**src/rtl/conv_pool_sink.sv**
```systemverilog
// conv_pool_sink: receiving end of the conv2 stream. Applies ReLU, requantises
// to OW-bit signed, 2x2/stride-2 max pools an IMG x IMG raster and emits an
// (IMG/2) x (IMG/2) raster with index and end-of-frame pulse.
// Ports:
//   clk, rst        clock (rising edge), asynchronous active-high reset
//   in_data, in_en  signed W3-bit convolution sum and its qualifier
//   out_data        registered pooled value (holds when out_en=0)
//   out_en          one-cycle pulse per pooled pixel
//   out_idx         raster index of the pooled pixel
//   frame_done      pulse coincident with the last out_en of a frame
module conv_pool_sink #(
    parameter int unsigned W3    = 21,
    parameter int unsigned OW    = 9,
    parameter int unsigned SHIFT = 8,
    parameter int unsigned IMG   = 14
) (
    input  logic          clk,
    input  logic          rst,
    input  logic [W3-1:0] in_data,
    input  logic          in_en,
    output logic [OW-1:0] out_data,
    output logic          out_en,
    output logic [5:0]    out_idx,
    output logic          frame_done
);

    localparam int unsigned CW    = (IMG > 2) ? $clog2(IMG) : 2;
    localparam int unsigned HALF  = IMG / 2;
    localparam int unsigned NPOOL = HALF * HALF;
    localparam int unsigned SMAX  = (1 << (OW - 1)) - 1;

    logic [CW-1:0] col;
    logic [CW-1:0] row;
    logic [5:0]    pidx;
    logic [OW-1:0] hold;
    logic [OW-1:0] linebuf [HALF];

    logic [W3-1:0] r_c;
    logic [W3-1:0] q_c;
    logic [OW-1:0] s_c;
    logic [OW-1:0] p_c;
    logic [OW-1:0] m_c;
    logic [OW-1:0] lb_rd_c;

    // ReLU, requantise, saturate; then horizontal and vertical max.
    // Every value here is non-negative, so unsigned compares are exact.
    always_comb begin
        r_c     = in_data[W3-1] ? '0 : in_data;
        q_c     = r_c >> SHIFT;
        s_c     = (q_c > W3'(SMAX)) ? OW'(SMAX) : q_c[OW-1:0];
        p_c     = (hold > s_c) ? hold : s_c;
        lb_rd_c = linebuf[col[CW-1:1]];
        m_c     = (lb_rd_c > p_c) ? lb_rd_c : p_c;
    end

    // Raster counters, pooling storage and registered outputs.
    always_ff @(posedge clk or posedge rst) begin
        if (rst) begin
            col        <= '0;
            row        <= '0;
            pidx       <= '0;
            hold       <= '0;
            out_data   <= '0;
            out_en     <= 1'b0;
            out_idx    <= '0;
            frame_done <= 1'b0;
            for (int i = 0; i < int'(HALF); i++) begin
                linebuf[i] <= '0;
            end
        end else begin
            out_en     <= 1'b0;
            frame_done <= 1'b0;
            if (in_en) begin
                if (col == CW'(IMG - 1)) begin
                    col <= '0;
                    row <= (row == CW'(IMG - 1)) ? '0 : row + CW'(1);
                end else begin
                    col <= col + CW'(1);
                end

                if (!col[0]) begin
                    hold <= s_c;
                end else if (!row[0]) begin
                    linebuf[col[CW-1:1]] <= p_c;
                end else begin
                    // Bottom-right pixel of a 2x2 window: emit the pooled value.
                    out_data   <= m_c;
                    out_en     <= 1'b1;
                    out_idx    <= pidx;
                    frame_done <= (pidx == 6'(NPOOL - 1));
                    pidx       <= (pidx == 6'(NPOOL - 1)) ? '0 : pidx + 6'(1);
                end
            end
        end
    end

endmodule

```
**config.mk**
```make
export PLATFORM = sky130hd
export DESIGN_NAME = conv_pool_sink
export DESIGN_NICKNAME = d
export VERILOG_FILES = /design/src/rtl/conv_pool_sink.sv
export SDC_FILE = /design/constraint.sdc
export NUM_CORES = 1
export LEC_CHECK = 0
export ABC_AREA = 0
export CORE_MARGIN = 2
export CORE_UTILIZATION = 51
export CTS_CLUSTER_DIAMETER = 120
export DETAILED_ROUTE_END_ITERATION = 6
export PLACE_DENSITY = 0.76
export SKIP_LAST_GASP = 1
export SYNTH_ARGS = -nofsm -noshare
export SYNTH_HDL_FRONTEND = slang
export SYNTH_SLANG_ARGS = --single-unit
```
**constraint.sdc**
```tcl
create_clock -name clk -period 10.8 [get_ports clk]
set_clock_uncertainty 0.15 [all_clocks]
set_input_delay 2.7 -clock clk [delete_from_list [all_inputs] [get_ports clk]]
set_output_delay 2.7 -clock clk [all_outputs]
set_load 0.02 [all_outputs]
```
### Yosys cells after proc, flatten, opt, wreduce, memory -nomap -nowiden

Index checks and enable logic that the tools add are counted.

* register bits after elaboration: 103
* input bits: 24
* output and inout port bits: 17
* logic and storage cells: 53

* add/sub/neg operators: 3
* order comparisons: 5
* eq/ne operators: 3
* multiplexer cells: 19
* bitwise gates (word level): 3
* reduce and logical (&&, ||, !) cells: 5

Operator list (number)
* 63-bit bitwise mux: 1
* 9-bit two-way mux: 6
* 9-bit binary-select mux with 3-bit select: 1
* 9-bit demux with 3-bit select: 1
* 20-bit two-way mux: 1
* 9-bit > comparator: 2
* 12-bit by 8-bit > comparator with 1-bit output (second input constant): 1
* 4-bit by 1-bit adder with 4-bit output (second input constant): 2
* 4-bit equality test (second input constant): 2
* 4-bit two-way mux: 2
* 6-bit by 1-bit adder with 6-bit output (second input constant): 1
* 6-bit equality test (second input constant): 1
* 1-bit two-way mux: 6
* 6-bit two-way mux: 1
* 3-bit AND reduction: 2
* 4-bit greater-or-equal comparator (second input constant): 1
* 4-bit by 1-bit less-than comparator with 1-bit output (second input constant): 1
* 3-bit inverter with 4-bit output: 1
* 2-bit AND reduction: 2
* 1-bit inverter: 2
* 1-bit logical AND: 1

### Longest topological paths before layout

Gate-level depths: netlist (run 1).

* depth in word-level cells: 7
* mapped depth: 21

### Worst setup path after synthesis (run 1)

OpenSTA, ideal clock, no wires.

* path type: input to register
* from: input in_data[19]
* to: register out_data[0]
* setup time: 123 ps
* arrival time: 6625 ps
* required time: 10527 ps
* setup slack: 3902 ps
* stages on the path: 20
* path buffers: 2
* cell sequence: or4_1 -> clkbuf_1 -> nor2_1 -> nor2_1 -> inv_1 -> ha_1 -> a211oi_2 -> o21ai_1 -> a221o_1 -> o21ai_4 -> mux2i_4 -> inv_1 -> ha_1 -> nand3_1 -> or3_1 -> o211a_1 -> nand2b_1 -> clkbuf_1 -> o21ba_1 -> a21oi_1

* word-level cells in the longest chain between the ends: 7

Ends and longest elaborated chain
* start, declared: RTL line 19 `input logic [W3-1:0] in_data,`
* 20-bit two-way mux (*): RTL line 48 `r_c = in_data[W3-1] ? '0 : in_data;`
* 12-bit by 8-bit > comparator with 1-bit output (*): RTL line 50 `s_c = (q_c > W3'(SMAX)) ? OW'(SMAX) : q_c[OW-1:0];`
* 9-bit two-way mux (*): RTL line 50
* 9-bit > comparator: RTL line 51 `p_c = (hold > s_c) ? hold : s_c;`
* 9-bit two-way mux (*): RTL line 51
* net p_c[0]: RTL line 41 `logic [OW-1:0] p_c;`
* 9-bit > comparator: RTL line 53 `m_c = (lb_rd_c > p_c) ? lb_rd_c : p_c;`
* 9-bit two-way mux (*): RTL line 53
* end signal, assigned: RTL line 87 `out_data <= m_c;`
* end, declared: RTL line 21 `output logic [OW-1:0] out_data,`

The timed path passes the listed nets; every way through them passes the cells marked *.
A chain may end at the register's enable or synchronous reset.

### Worst setup path after layout (run 1)

* from: input in_data[19]
* to: register out_data[2]

* word-level cells in the longest chain between the ends: 7

Ends and longest elaborated chain (RTL line)
* 20-bit two-way mux (*): 48
* 12-bit by 8-bit > comparator with 1-bit output (*): 50
* 9-bit two-way mux (*): 50
* 9-bit > comparator: 51
* 9-bit two-way mux (*): 51
* net p_c[0]: 41
* 9-bit > comparator (*): 53
* 9-bit two-way mux (*): 53

Marked as above.

==> results.yml, run 1 <==
outcome:
  status: "complete, no violations"
synthesis:
  ys_seq_area_frac: 0.488
  synth_fa_ha_area_frac: 0.0488
  netlist_area_sq_um: 5130
  synth-main-ff-cell: "dfrtp_1"
  synthMuxAreaShare: 0.0737
  synth_compound_area_frac: 0.165
  syn_inst: 532
  ys_ff_latch: 100
  synthArstFlopShare: 1.00
  synth-simple-area-share: 0.166
  synth-edff-count: 0
  synth_xor_area_frac: 0.0102
  yosysWarningCount: 0
  syn-num-nets: 576
  synth.avg_cell_area_sq_um: 9.64
  synth_top_family_by_area: "simple AND/OR/NAND/NOR gates"
  synth_cell_types: 50
power_and_ir_drop:
  p_per_area_nw_per_um2: 288
  power.leakage_uw: 0.00250
  ir_drop_v: 0.000224
layout:
  fin_nets: 594
  syn_to_final_growth_pct: 11.3
  diodes: 0
  drive_gt1_frac: 0.117
  fillCellCount: 864
  fin_cells: 688
critical_path:
  crit_path_start_kind: "input port"
  r2r-start: "hold[4]"
  rr_worst_depth: 14
  endpoint: "out_data[2]"
  worstSetupStartpoint: "in_data[19]"
  reg2reg_to: "out_data[2]"
  r2r_slack_ns: 6.20
  cp.required_ns: 10.90
  endpoint_kind: "flip-flop"
  arrival_ns: 7.95
  critPathMaxFanout: 17
  crit_type: "input port to flip-flop"
global_route:
  track_usage: 0.219
  top_usage_layer: "met2"
  met2_usage: 0.352
  first_global_vias: 3860
  grt.overflow.total: 0
  antenna_found_initial: 0
  grt_pass1_wl_mm: 19.0
  met3_usage: 0.0407
  grt_max_degree: 72
  grtUsageMet1: 0.292
sta:
  fin_crit_ns: 7.85
  relSlewSlack: 0.409
  clock.fmax_mhz: 127
  setup_tns_ns: 0
  period_share: 0.727
  hold_violations: 0
  worst_hold_slack_ns: 0.334
  worst_pin_slew_ns: 0.887
  grt_setup_unrepaired: "false"
  finalMaxSlewViolations: 0
  setup_viol: 0
min_path:
  whs_path_depth: 2
  min_path_type: "flip-flop to flip-flop"
clocking:
  clockRootBuffer: "clkbuf_8"
  cts_setup_buffers: 0
  clock-sinks: 100
  cts_max_path_buffers: 2
  clk_pin_slew_ns: 0.10
  cts.hold.buffers_added: 0
  cts-resized-gates: 0
  cts_max_level: 3
  cts_made_buffers: 9
  clk_latency_ns: 0.37
  cts_tree: "done"
placed_design:
  gp_congestion: 0.876
  place_hpwl_mm: 7.53
  dpl.cell_count: 672
  io_buffers: 32
flow_run:
  drv_cap: 0
die:
  chipHeight_microns: 104
  dieArea_sq_um: 10900
  rows: 36
  start_util: 0.525
  coreArea_sq_um: 9770
  design.portCount: 41
  die-width_microns: 104
routing:
  vias_per_cell: 5.64
  ant_nets: 0
  dr.pass1.iters: 6
  wire_per_inst_microns: 16.0
  drc: 0
  drtIter0Drc: 237
  routed-via-count: 3880
  wirelength_mm: 11.0
## cell type report
class,instances,area [sq um],area share
timing repair buffer,38,365,0.0640
inverter,20,82.6,0.0145
tap,133,166,0.0292
sequential,100,2500,0.438
clock buffer,9,124,0.0217
clock inverter,7,80.1,0.0140
multi-input combinational,381,2390,0.418
## synth_stat cells, types with 3 or more instances
cell type	number	area (sq um)
nand4_1	3	18.8
a211oi_1	11	82.6
inv_1	19	71.3
nand2_1	72	270
buf_1	6	22.5
buf_4	4	30.0
dfrtp_1	100	2500
o21ai_2	4	35.0
nand3_1	7	35.0
clkbuf_1	13	48.8
a21oi_2	16	140
nor3_1	10	50.1
nor2_1	79	297
buf_2	4	20.0
or4_1	3	22.5
o21ai_1	5	25.0
buf_6	3	33.8
mux4_2	9	203
xor2_1	4	35.0
a21oi_1	48	240
ha_1	20	250
nor3b_1	7	52.6
mux2i_1	13	130
o21ai_0	37	185
## through the flow
stage          cell area (sq um)  total power (uW)  setup WS (ns)  utilization
2_1_floorplan               5130              1200           3.90            -
3_3_place_gp                5500              1350           2.72        0.563
3_5_place_dp                5500              1390           2.64        0.563
4_1_cts                     5710              1650           3.01        0.584
5_1_grt                     5710              1780           2.63        0.584
6_report                    5710              1640           2.95        0.584
## flip-flops by register name (all words and copies together) (netlist names)
signal      cells
linebuf        63
row             1
pidx            6
out_en          1
hold            9
frame_done      1
col             4
out_idx         6
out_data        9
## cell usage in the layout (no fill, tap or decap), drive strengths merged, types with 2 or more instances in the layout
cell type      count
a211oi            12
a21o               2
a21oi             65
and2               2
buf                6
clkbuf             9
clkdlybuf4s50     32
clkinv             3
dfrtp            100
ha                20
inv               23
mux2               2
mux2i             14
mux4               9
nand2             72
nand2b             2
nand3              8
nand4              3
nor2              79
nor2b              2
nor3              12
nor3b              7
o21ai             47
o31ai              2
or3                2
or4                3
xnor2              2
xor2               4
## per-layer routing
metal / part of all wire / routed length (microns)
met4: 0.024 / 263
met1: 0.46 / 5010
met3: 0.039 / 425
met5: 0 / 0
met2: 0.48 / 5310
## critical path, stage by stage
cell and delay (ns):
clkdlybuf4s50_1 0.38, or4_1 0.68, nor2_1 0.15, nor2_1 0.09, inv_1 0.10, ha_1 0.26, a211oi_2 0.18, o21ai_1 0.14
a221o_1 0.42, o21ai_4 0.53, mux2i_4 0.58, inv_1 0.09, ha_1 0.29, nand3_1 0.07, or3_1 0.31, o211a_1 0.23
nand2b_1 0.36, a211oi_1 0.28, nor3_1 0.09
## power by group
part / internal, uW / total, uW / switching (uW)
registers: 528 / 629 / 101
clock network: 111 / 250 / 139
logic: 328 / 765 / 437
total: 967 / 1640 / 677
## kinds of logic (layout without fill, tap and decap cells)
group,count (synthesis),in the layout
compound gates,134,134
xor+xnor,6,6
flops,100,100
buf+inv,51,74
mux,25,25
simple gates,195,195
other cells,1,1
fa+ha+maj,20,20
## how the worst min path moves through the flow
stage	end	from	slack, ns
5_1_grt	linebuf[17]	linebuf[17]	0.37
6_report	out_idx[2]	out_idx[2]	0.33
3_3_place_gp	linebuf[54]	linebuf[54]	0.31
4_1_cts	linebuf[18]	linebuf[18]	0.34
3_5_place_dp	linebuf[18]	linebuf[18]	0.32
2_1_floorplan	linebuf[53]	linebuf[53]	0.29
(Power assumes the default switching activity.)
==> inputs of run 2 (changes only) <==
==> constraint.sdc (replaced) <==
create_clock -name clk -period 7.98 [get_ports clk]
set_clock_uncertainty 0.15 [all_clocks]
set_input_delay 1.995 -clock clk [delete_from_list [all_inputs] [get_ports clk]]
set_output_delay 1.995 -clock clk [all_outputs]
set_load 0.02 [all_outputs]
==> results.yml, run 2 (synthesis gave the netlist of run 1 again) <==
routing:
  ant_nets: 0
  wirelength_mm: 10.8
  vias_per_cell: 5.54
  routed-via-count: 3807
  dr.pass1.iters: 4
  drtIter0Drc: 202
  drc: 0
  wire_per_inst_microns: 15.7
layout:
  final_core_util: 0.581
  syn_to_final_growth_pct: 10.7
  area.sequential_sq_um: 2500
  multi_input_area_sq_um: 2390
  drive_gt1_frac: 0.114
  fillCellCount: 854
  fin_nets: 594
  reg.largest.list: "linebuf x63, hold x9, out_data x9"
  largest_reg_flops: 63
  regMostFlops: "linebuf"
  final_common_cell: "dfrtp_1"
  fin_cells: 687
  diodes: 0
  final_area_sq_um: 5680
  final_cell_mix: "dfrtp_1 (100), nor2_1 (79), nand2_1 (72), a21oi_1 (48), o21ai_0 (37)"
outcome:
  status: "complete, no violations"
sta:
  grt_setup_unrepaired: "false"
  period_share: 0.864
  worst_pin_slew_ns: 1.08
  hold_violations: 0
  setup_tns_ns: 0
  relSlewSlack: 0.282
  fin_crit_ns: 6.89
  clock.fmax_mhz: 145
  finalMaxSlewViolations: 0
  setup_viol: 0
  worst_slack_ns: 1.09
global_route:
  grt.overflow.total: 0
  track_usage: 0.213
  met3_usage: 0.0288
  met2_usage: 0.338
  antenna_found_initial: 0
  first_global_vias: 3810
  grtUsageMet1: 0.291
  top_usage_layer: "met2"
  grt_max_degree: 73
  grt_pass1_wl_mm: 18.5
critical_path:
  crit_path_start_kind: "input port"
  critPathMaxFanout: 11
  endpoint_kind: "flip-flop"
  max_stage_delay_ns: 0.76
  crit_type: "input port to flip-flop"
  worstPathCellList: "clkdlybuf4s50_1, or4_1, nor2_1, nor2_1, inv_1, ha_1, nand3_2, or4_1, clkinv_4, o21ai_4, buf_4, a21oi_2, ha_1, a211oi_1, nor2_1, o211a_1, nand2b_1, a211oi_1, nor3_1"
  crit_top_cell: "nor2_1"
  worst_path_max_delay_cell: "or4_1"
  arrival_ns: 6.99
  cp.required_ns: 8.08
power_and_ir_drop:
  clockPowerShare: 0.138
  p_per_area_nw_per_um2: 384
  p_comb_frac: 0.462
  power.leakage_uw: 0.00248
  pwr-share-seq: 0.400
  switching_power_uw: 896
  p_int_uw: 1280
  ir_drop_v: 0.000185
  swShare: 0.412
min_path:
  min_path_type: "flip-flop to flip-flop"
die:
  dieArea_sq_um: 10900
  chipHeight_microns: 104
  design.portCount: 41
  rows: 36
  start_util: 0.525
  die-width_microns: 104
  coreArea_sq_um: 9770
flow_run:
  drv_cap: 0
placed_design:
  gp_congestion: 0.883
  dp_slack_ns: 0.761
  place_area_sq_um: 5500
  place_hpwl_mm: 7.54
  io_buffers: 32
  dpl.cell_count: 672
clocking:
  cts.hold.buffers_added: 0
  clock-sinks: 100
  cts_tree: "done"
  clockRootBuffer: "clkbuf_8"
  clk_latency_ns: 0.36
  cts-resized-gates: 0
  cts_max_path_buffers: 2
  cts_setup_buffers: 0
  clk_pin_slew_ns: 0.10
  cts_made_buffers: 9
  cts_max_level: 3
[run 2: per-stage QoR]
| stage | hold slack (ns) | power, uW |
|---|---|---|
| after floorplan | 0.294 | 1620 |
| after global placement | 0.308 | 1830 |
| after detailed placement | 0.312 | 1880 |
| after CTS | 0.336 | 2180 |
| after global routing | 0.351 | 2360 |
| final | 0.330 | 2180 |
[run 2: cell type report]
class / instances / area share
flip-flops and latches: 100 / 0.441
clock inverters: 4 / 0.00595
well taps: 133 / 0.0293
inverters: 20 / 0.0145
repair buffers: 38 / 0.0643
multi-input cells: 381 / 0.420
clock buffers: 11 / 0.0249
[run 2: final timing paths]
| check | from | endpoint | slack (ns) | cells after the start |
|---|---|---|---|---|
| worst max-delay path | in_data[19] | out_data[4] | 1.09 | 19 |
| worst min-delay path | out_idx[2] | out_idx[2] | 0.33 | 2 |
| worst max register to register | hold[8] | out_data[4] | 3.48 | 14 |
| worst min register to register | out_idx[2] | out_idx[2] | 0.33 | 2 |
| max in group asynchronous | rst | linebuf[50] | 4.69 | 3 |
| min in group asynchronous | rst | out_idx[4] | 1.80 | 2 |
[run 2: power by group through the flow]
stage / logic [uW] / registers [uW] / clock network (uW)
after floorplan: 764 / 854 / 0
after global routing: 1130 / 903 / 328
after detailed placement: 1000 / 881 / 0
after CTS: 1010 / 872 / 305
after global placement: 961 / 868 / 0
final: 1010 / 872 / 300
[run 2: worst max-delay path: cells and delay by family]
kind / cells / cell delay [ns]
AO/OA/AOI/OAI: 5 / 1.37
AND/OR/NAND/NOR: 8 / 2.30
adder cells (fa/ha/maj): 2 / 0.49
buffers and inverters: 4 / 0.84
[run 2: routing by layer]
layer	routed length (microns)	share of wire
met1	4950	0.46
met2	5030	0.47
met5	0	0
met3	453	0.042
met4	346	0.032
